### src/rtl/imem_loader.sv
// rtl/imem_loader.sv - framed stream loader for the instruction ROM.
// Holds the core in reset until a length/data/checksum frame verifies.
module imem_loader #(
    parameter int DEPTH      = 1024,
    parameter int ADDR_WIDTH = 10
) (
    input  logic                  clk,
    input  logic                  reset,
    input  logic                  in_valid,
    input  logic [31:0]           in_data,
    output logic                  out_ready,
    input  logic                  in_reload,
    output logic                  out_imem_we,
    output logic [ADDR_WIDTH-1:0] out_imem_addr,
    output logic [31:0]           out_imem_data,
    output logic                  out_core_reset,
    output logic                  out_done,
    output logic                  out_error,
    output logic [ADDR_WIDTH:0]   out_words_loaded
);

    typedef enum logic [2:0] {
        S_LEN,
        S_DATA,
        S_CHECK,
        S_RUN,
        S_ERR
    } state_t;

    localparam logic [31:0] DEPTH_W = 32'(DEPTH);

    state_t                state;
    logic [ADDR_WIDTH:0]   len;
    logic [ADDR_WIDTH:0]   cnt;
    logic [31:0]           csum;
    logic                  xfer;

    assign out_ready = (state == S_LEN) || (state == S_DATA) || (state == S_CHECK);
    assign xfer      = in_valid && out_ready;

    always_ff @(posedge clk) begin
        if (reset) begin
            state            <= S_LEN;
            len              <= '0;
            cnt              <= '0;
            csum             <= '0;
            out_imem_we      <= 1'b0;
            out_imem_addr    <= '0;
            out_imem_data    <= '0;
            out_core_reset   <= 1'b1;
            out_done         <= 1'b0;
            out_error        <= 1'b0;
            out_words_loaded <= '0;
        end else begin
            out_imem_we <= 1'b0;
            // A reload wins over any transfer presented in the same cycle.
            if (in_reload) begin
                if (state != S_LEN) begin
                    state            <= S_LEN;
                    out_core_reset   <= 1'b1;
                    out_done         <= 1'b0;
                    out_error        <= 1'b0;
                    out_words_loaded <= '0;
                end
            end else begin
                case (state)
                    S_LEN: begin
                        if (xfer) begin
                            if (in_data == 32'd0 || in_data > DEPTH_W) begin
                                state     <= S_ERR;
                                out_error <= 1'b1;
                            end else begin
                                len              <= in_data[ADDR_WIDTH:0];
                                cnt              <= '0;
                                csum             <= '0;
                                out_words_loaded <= '0;
                                state            <= S_DATA;
                            end
                        end
                    end
                    S_DATA: begin
                        if (xfer) begin
                            out_imem_we      <= 1'b1;
                            out_imem_addr    <= cnt[ADDR_WIDTH-1:0];
                            out_imem_data    <= in_data;
                            csum             <= csum ^ in_data;
                            cnt              <= cnt + 1'b1;
                            out_words_loaded <= cnt + 1'b1;
                            if (cnt == len - 1'b1) state <= S_CHECK;
                        end
                    end
                    S_CHECK: begin
                        if (xfer) begin
                            if (in_data == csum) begin
                                state          <= S_RUN;
                                out_core_reset <= 1'b0;
                                out_done       <= 1'b1;
                            end else begin
                                state     <= S_ERR;
                                out_error <= 1'b1;
                            end
                        end
                    end
                    default: ;
                endcase
            end
        end
    end

endmodule

### config.mk
export PLATFORM = sky130hd
export DESIGN_NAME = imem_loader
export DESIGN_NICKNAME = d
export VERILOG_FILES = /design/src/rtl/imem_loader.sv
export SDC_FILE = /design/constraint.sdc
export NUM_CORES = 1
export LEC_CHECK = 0
export ABC_AREA = 1
export CORE_ASPECT_RATIO = 0.8
export CORE_UTILIZATION = 32
export CTS_CLUSTER_DIAMETER = 150
export CTS_CLUSTER_SIZE = 24
export DETAILED_ROUTE_END_ITERATION = 16
export GPL_TIMING_DRIVEN = 0
export HOLD_SLACK_MARGIN = 0.05
export PLACE_DENSITY = 0.63
export SYNTH_ARGS = -nofsm -noshare
export SYNTH_HDL_FRONTEND = slang
export SYNTH_SLANG_ARGS = --single-unit
### constraint.sdc
create_clock -name clk -period 2.74 [get_ports clk]
set_clock_uncertainty 0.05 [all_clocks]
set_input_delay 0.274 -clock clk [delete_from_list [all_inputs] [get_ports clk]]
set_output_delay 0.274 -clock clk [all_outputs]
set_load 0.02 [all_outputs]
**Word level (Yosys, flattened, before mapping)**

Cells that the tools add are included.
Widths: inputs -> output; s select.

- Divide/modulo/power cells: 0
- Shifts and indexed selects: 0
- Multiply operators: 0
- Add/subtract/negate cells: 2
- Equality and inequality tests: 15
- Reduce and logical (&&, ||, !) cells: 22
- Muxes and demuxes: 36
- $lt $le $gt $ge: 1
- Bitwise logic cells: 4

Operator list:

| operator | number |
|---|---|
| $mux 32 | 3 |
| $pmux 32 s2 | 1 |
| $mux 11 | 5 |
| $eq 32x32->1 | 1 |
| $gt 32x11->1 const B | 1 |
| $logic_not 32->1 | 1 |
| $xor 32x32->32 | 1 |
| $mux 3 | 8 |
| $pmux 11 s2 | 1 |
| $mux 1 | 16 |
| $ne 3x3->1 const B | 5 |
| $reduce_and 6->1 | 2 |
| $add 11x1->11 const B | 1 |
| $eq 11x11->1 | 1 |
| $sub 11x1->11 const B | 1 |
| $reduce_and 5->1 | 2 |
| $pmux 3 s3 | 1 |
| $reduce_bool 3->1 | 3 |
| $reduce_and 4->1 | 2 |
| $reduce_bool 2->1 | 4 |
| $ne 2x2->1 const B | 3 |
| $ne 3x2->1 const B | 2 |
| $reduce_bool 4->1 | 1 |
| $eq 3x1->1 const B | 1 |
| other kinds (9) | 13 |

- Input port bits: 36
- Output and inout bits: 58
- Word-level logic and storage cells: 91
- Bits in writable memories: 0
- Bits in registers: 114
- ROM bits: 0
- Bits in latches: 0
- Memories kept: 0

**Longest topological paths before layout**

- Depth in word-level cells: 7
- Depth in mapped cells: 15
- Depth with buffers taken out: 15

**Least setup slack after synthesis**

OpenSTA, ideal clock, no wires.

- Path type: reg2reg
- Start: reg len[0]
- End: reg state[2]
- Period minus slack after synthesis: 1.747 ns
- Required time: 2.575 ns
- Path slack: 0.993 ns
- Setup time: 0.115 ns
- Arrival: 1.582 ns
- Stages on the path, launching flop included: 16
- Path buffers: 0
- Path through: dfxtp_1 inv_1 ha_1 inv_1 nor2_1 nand3_1 nor2_1 nand2_1 nand2_1 nand2_1 nor2_1 nand3_1 nand2_1 nand3_1 nand2_1 nor2_1

- Longest elaborated chain between the ends: 4

Ends and longest elaborated chain:

| item | line | source |
|---|---|---|
| start: declaration | 33 | `logic [ADDR_WIDTH:0] len;` |
| start signal: assignment | 73 | `len <= in_data[ADDR_WIDTH:0];` |
| $sub 11x1->11 | 89 | `if (cnt == len - 1'b1) state <= S_CHECK;` |
| $eq 11x11->1 | 89 |  |
| $ne 3x2->1 (no source line) | n/a |  |
| $reduce_and 6->1 (no source line) | n/a |  |
| end signal: assignment | 89 |  |
| end signal: assignment | 95 | `state <= S_RUN;` |
| end signal: assignment | 99 | `state <= S_ERR;` |
| end: declaration | 32 | `state_t state;` |

Every way passes these cells.
A chain may end at the register's enable or synchronous reset.

**Worst setup path in the final report**

- Start: reg cnt[0]
- End: reg out_words_loaded[10]

- Longest elaborated chain between the ends: 4

Ends and longest elaborated chain:

| item | line | source |
|---|---|---|
| start: declaration | 34 | `logic [ADDR_WIDTH:0] cnt;` |
| start signal: assignment | 87 | `cnt <= cnt + 1'b1;` |
| $add 11x1->11 | 88 | `out_words_loaded <= cnt + 1'b1;` |
| $mux 11 | 82 | `if (xfer) begin` |
| $pmux 11 s2 | 66 | `case (state)` |
| $mux 11 | 57 | `if (in_reload) begin` |
| end signal: assignment | 88 |  |
| end: declaration | 19 | `output logic [ADDR_WIDTH:0] out_words_loaded` |

Every way passes these cells. The select of a mux whose other input is x is not followed.

==> summary.md <==
| Metric | Value |
|---|---|
| Worst slew margin | 49.6% |
| Inst Count DP | 1183 |
| Slew @ Worst Pin | 756 ps |
| Die area | 18300 µm² |
| RSZ-0062 raised after global routing | no |
| Yosys top cell area share | 40.2% |
| Leakage | 0.00300 µW |
| Synth cell types | 31 |
| Outcome | completed |
| Setup TNS | 0 ps |
| Hold Path Class | in2reg |
| Post-route insts no fill | 1214 |
| Initial antenna violation count | 0 |
| Gate count of the mapped netlist | 866 |
| Vias in the first global route | 5349 |
| Clk sinks | 114 |
| CP bufs+invs | 1 |
| Avg WL per Cell | 14.9 µm |
| Critical-path top delay cell | dfxtp_1 |
| Share of cells above drive strength 1 | 6.57% |
| R2R cell count | 11 |
| # DRC | 0 |
| Clock root buffer | clkbuf_16 |
| Crit-path cells | ha_1, nand2_1, inv_1, nand3_1, nor3_1, nand3_1, o21ai_0, nand2_1, nor2_1, a21oi_1, nor2_1 |
| Total GRT Usage | 20.6% |
| Pwr Density | 698 nW/µm² |
| Required @ worst endpoint | 3050 ps |
| Synth-to-layout area growth | 31.6% |
| Most frequent cells in the layout | nand2_1, dfxtp_1, nor2_1 |
| Commonest non-fill, non-tap cell in the layout | nand2_1 |
| Total CTS buffers | 17 |
| Overflow after GRT | 0 |
| Hold slack | 279 ps |
| Max clock buf depth | 2 |
| Final Hold Vio Count | 0 |
| Clk_lat worst skew | 420 ps |
| Final period util | 82.3% |
| Die Wd | 151 µm |
| Nets | 1015 |
| VDD IR max | 0.000404 V |
| CP Capture Point | out_words_loaded[10] |
| Port-buffer cells | 92 |
| Reg-to-Reg End | out_words_loaded[10] |
| First-pass GRT wire length | 28300 µm |
| Post-CTS setup buffer count | 0 |
| CTS tree | yes |
| IO Pins | 94 |
| Worst setup EP type | flop |
| Yosys top cell by area | dfxtp_1 |
| Final instance area | 7480 µm² |
| DRT Wirelength | 18100 µm |
| Cts hold-fix bufs | 0 |
| Routability Congestion | 0.855 |
| Core area | 17400 µm² |
| Tmin final | 2250 ps |
| Largest net degree at the start of global routing | 17 |
| Max H-tree Level | 4 |
| Largest fanout on the critical path | 6 |
| Sequential area share after synthesis | 40.2% |
| Syn_area_per_cell | 6.56 µm² |
| Antenna diode count | 0 |
| Seq cells post-synth | 114 |
| Post-DRT Antenna Nets | 0 |
| Hpwl dp | 13300 µm |
| DRT iter0 DRCs | 429 |
| Setup violations, final | 0 |
| Critical path arrival | 2560 ps |
| R2r setup slk | 490 ps |
| PostCTS Resize Cnt | 0 |
| Die height | 121 µm |
| CP Depth | 11 |
| Critical Path Max Stage Delay | 500 ps |
| DRT Pass-1 Iters | 7 |
| Synth area leaders | dfxtp_1, nand2_1, a21oi_1 |
| Max Clock Freq | 0.444 GHz |
| Vias post-DR | 5905 |
| Crit Reg-Reg Startpoint | cnt[0] |
| Clk slew on worst S/H paths | 50 ps |
| Fin. max-slew vios | 0 |
| CP Launch Type | flop |
| Mapped cell area | 5680 µm² |
| Crit Path Class | reg2reg |
| CP startpoint | cnt[0] |
| Yosys Warn Count | 0 |
| Initial Util | 32.7% |
| Max-cap violations | 0 |
| Syn Nets | 904 |
| Dpl cell area | 6880 µm² |
| Delay-heaviest family, CP | simple AND/OR/NAND/NOR gates |
| Via density | 4.86 |
| # rows | 43 |
## per-stage QoR
step / util [%] / total power [µW] / setup WS, ps
after global routing: 43.0 / 5440 / 296
after CTS: 43.0 / 5240 / 516
after global placement: 39.6 / 2990 / 184
after detailed placement: 39.6 / 2990 / 193
after floorplan: - / 2560 / 993
final: 43.0 / 5220 / 485
## metal layers
metal | share of wire [%] | global-route usage (%) | routed length (µm)
met5 | 0 | 0 | 0
met4 | 1.1 | 6.00 | 204
met3 | 7.4 | 4.44 | 1340
met2 | 40 | 29.7 | 7280
met1 | 51 | 30.2 | 9260
## cells by family after synthesis
logic type / share of synthesized area [%]
buf+inv: 9.16
xor+xnor: 2.47
compound gates: 15.6
fa+ha+maj: 0.440
simple gates: 32.2
flops: 40.2
## synthesized netlist by cell type
cell and n:
nand4_1 5, nand3b_4 1, o21ai_0 70, o21ai_1 4, xnor2_1 12, nand2_2 3, clkbuf_2 1, buf_2 16
inv_1 91, nand3b_1 2, and2_1 1, nor2_1 103, or2_1 4, or2_0 9, inv_2 2, nor2_2 4
nor4_1 1, a21oi_1 100, buf_6 2, nor3_1 6, xor2_1 4, ha_1 2, nand2_1 236, nand3_1 53
clkinv_1 1, nor2_4 3, buf_4 2, nand4_4 1, a21oi_4 1, dfxtp_1 114, clkbuf_1 12
## registers in the layout, summed over array words and instances, names as in the netlist
name              count
out_words_loaded     11
out_imem_data        32
csum                 32
out_imem_addr        10
cnt                  11
out_imem_we           1
state                 3
len                  11
out_core_reset        1
out_error             1
out_done              1
## layout make-up
| type | count | area [µm²] |
|---|---|---|
| plain buffers | 33 | 168 |
| clock buffers | 21 | 460 |
| clock inverters | 10 | 134 |
| fillers | 1777 | 9900 |
| inverters | 94 | 353 |
| multi-input cells | 625 | 2880 |
| flip-flops and latches | 114 | 2280 |
| well taps | 225 | 282 |
| repair buffers | 92 | 921 |
## where the power goes
part / leakage, µW / switching [µW] / total, µW / internal, µW
sequential: 0.000921 / 83.2 / 1860 / 1780
combinational: 0.00179 / 675 / 1100 / 429
clock: 0.000289 / 789 / 2250 / 1470
## worst min-delay path: stages
cell and delay, ps:
buf_2 200, nor2_1 80, nand2_1 70, a21oi_1 60
## worst min-delay path by stage
stage,start,end,cells after the start,slack (ps)
2_1_floorplan,in_data[29],out_imem_data[29],2,360
3_3_place_gp,out_words_loaded[2],out_words_loaded[2],2,380
3_5_place_dp,out_error,out_error,2,390
4_1_cts,in_reload,out_done,4,270
5_1_grt,in_reload,out_done,4,320
6_report,in_reload,out_done,4,280
No activity file was read; power rests on OpenSTA's default activity.
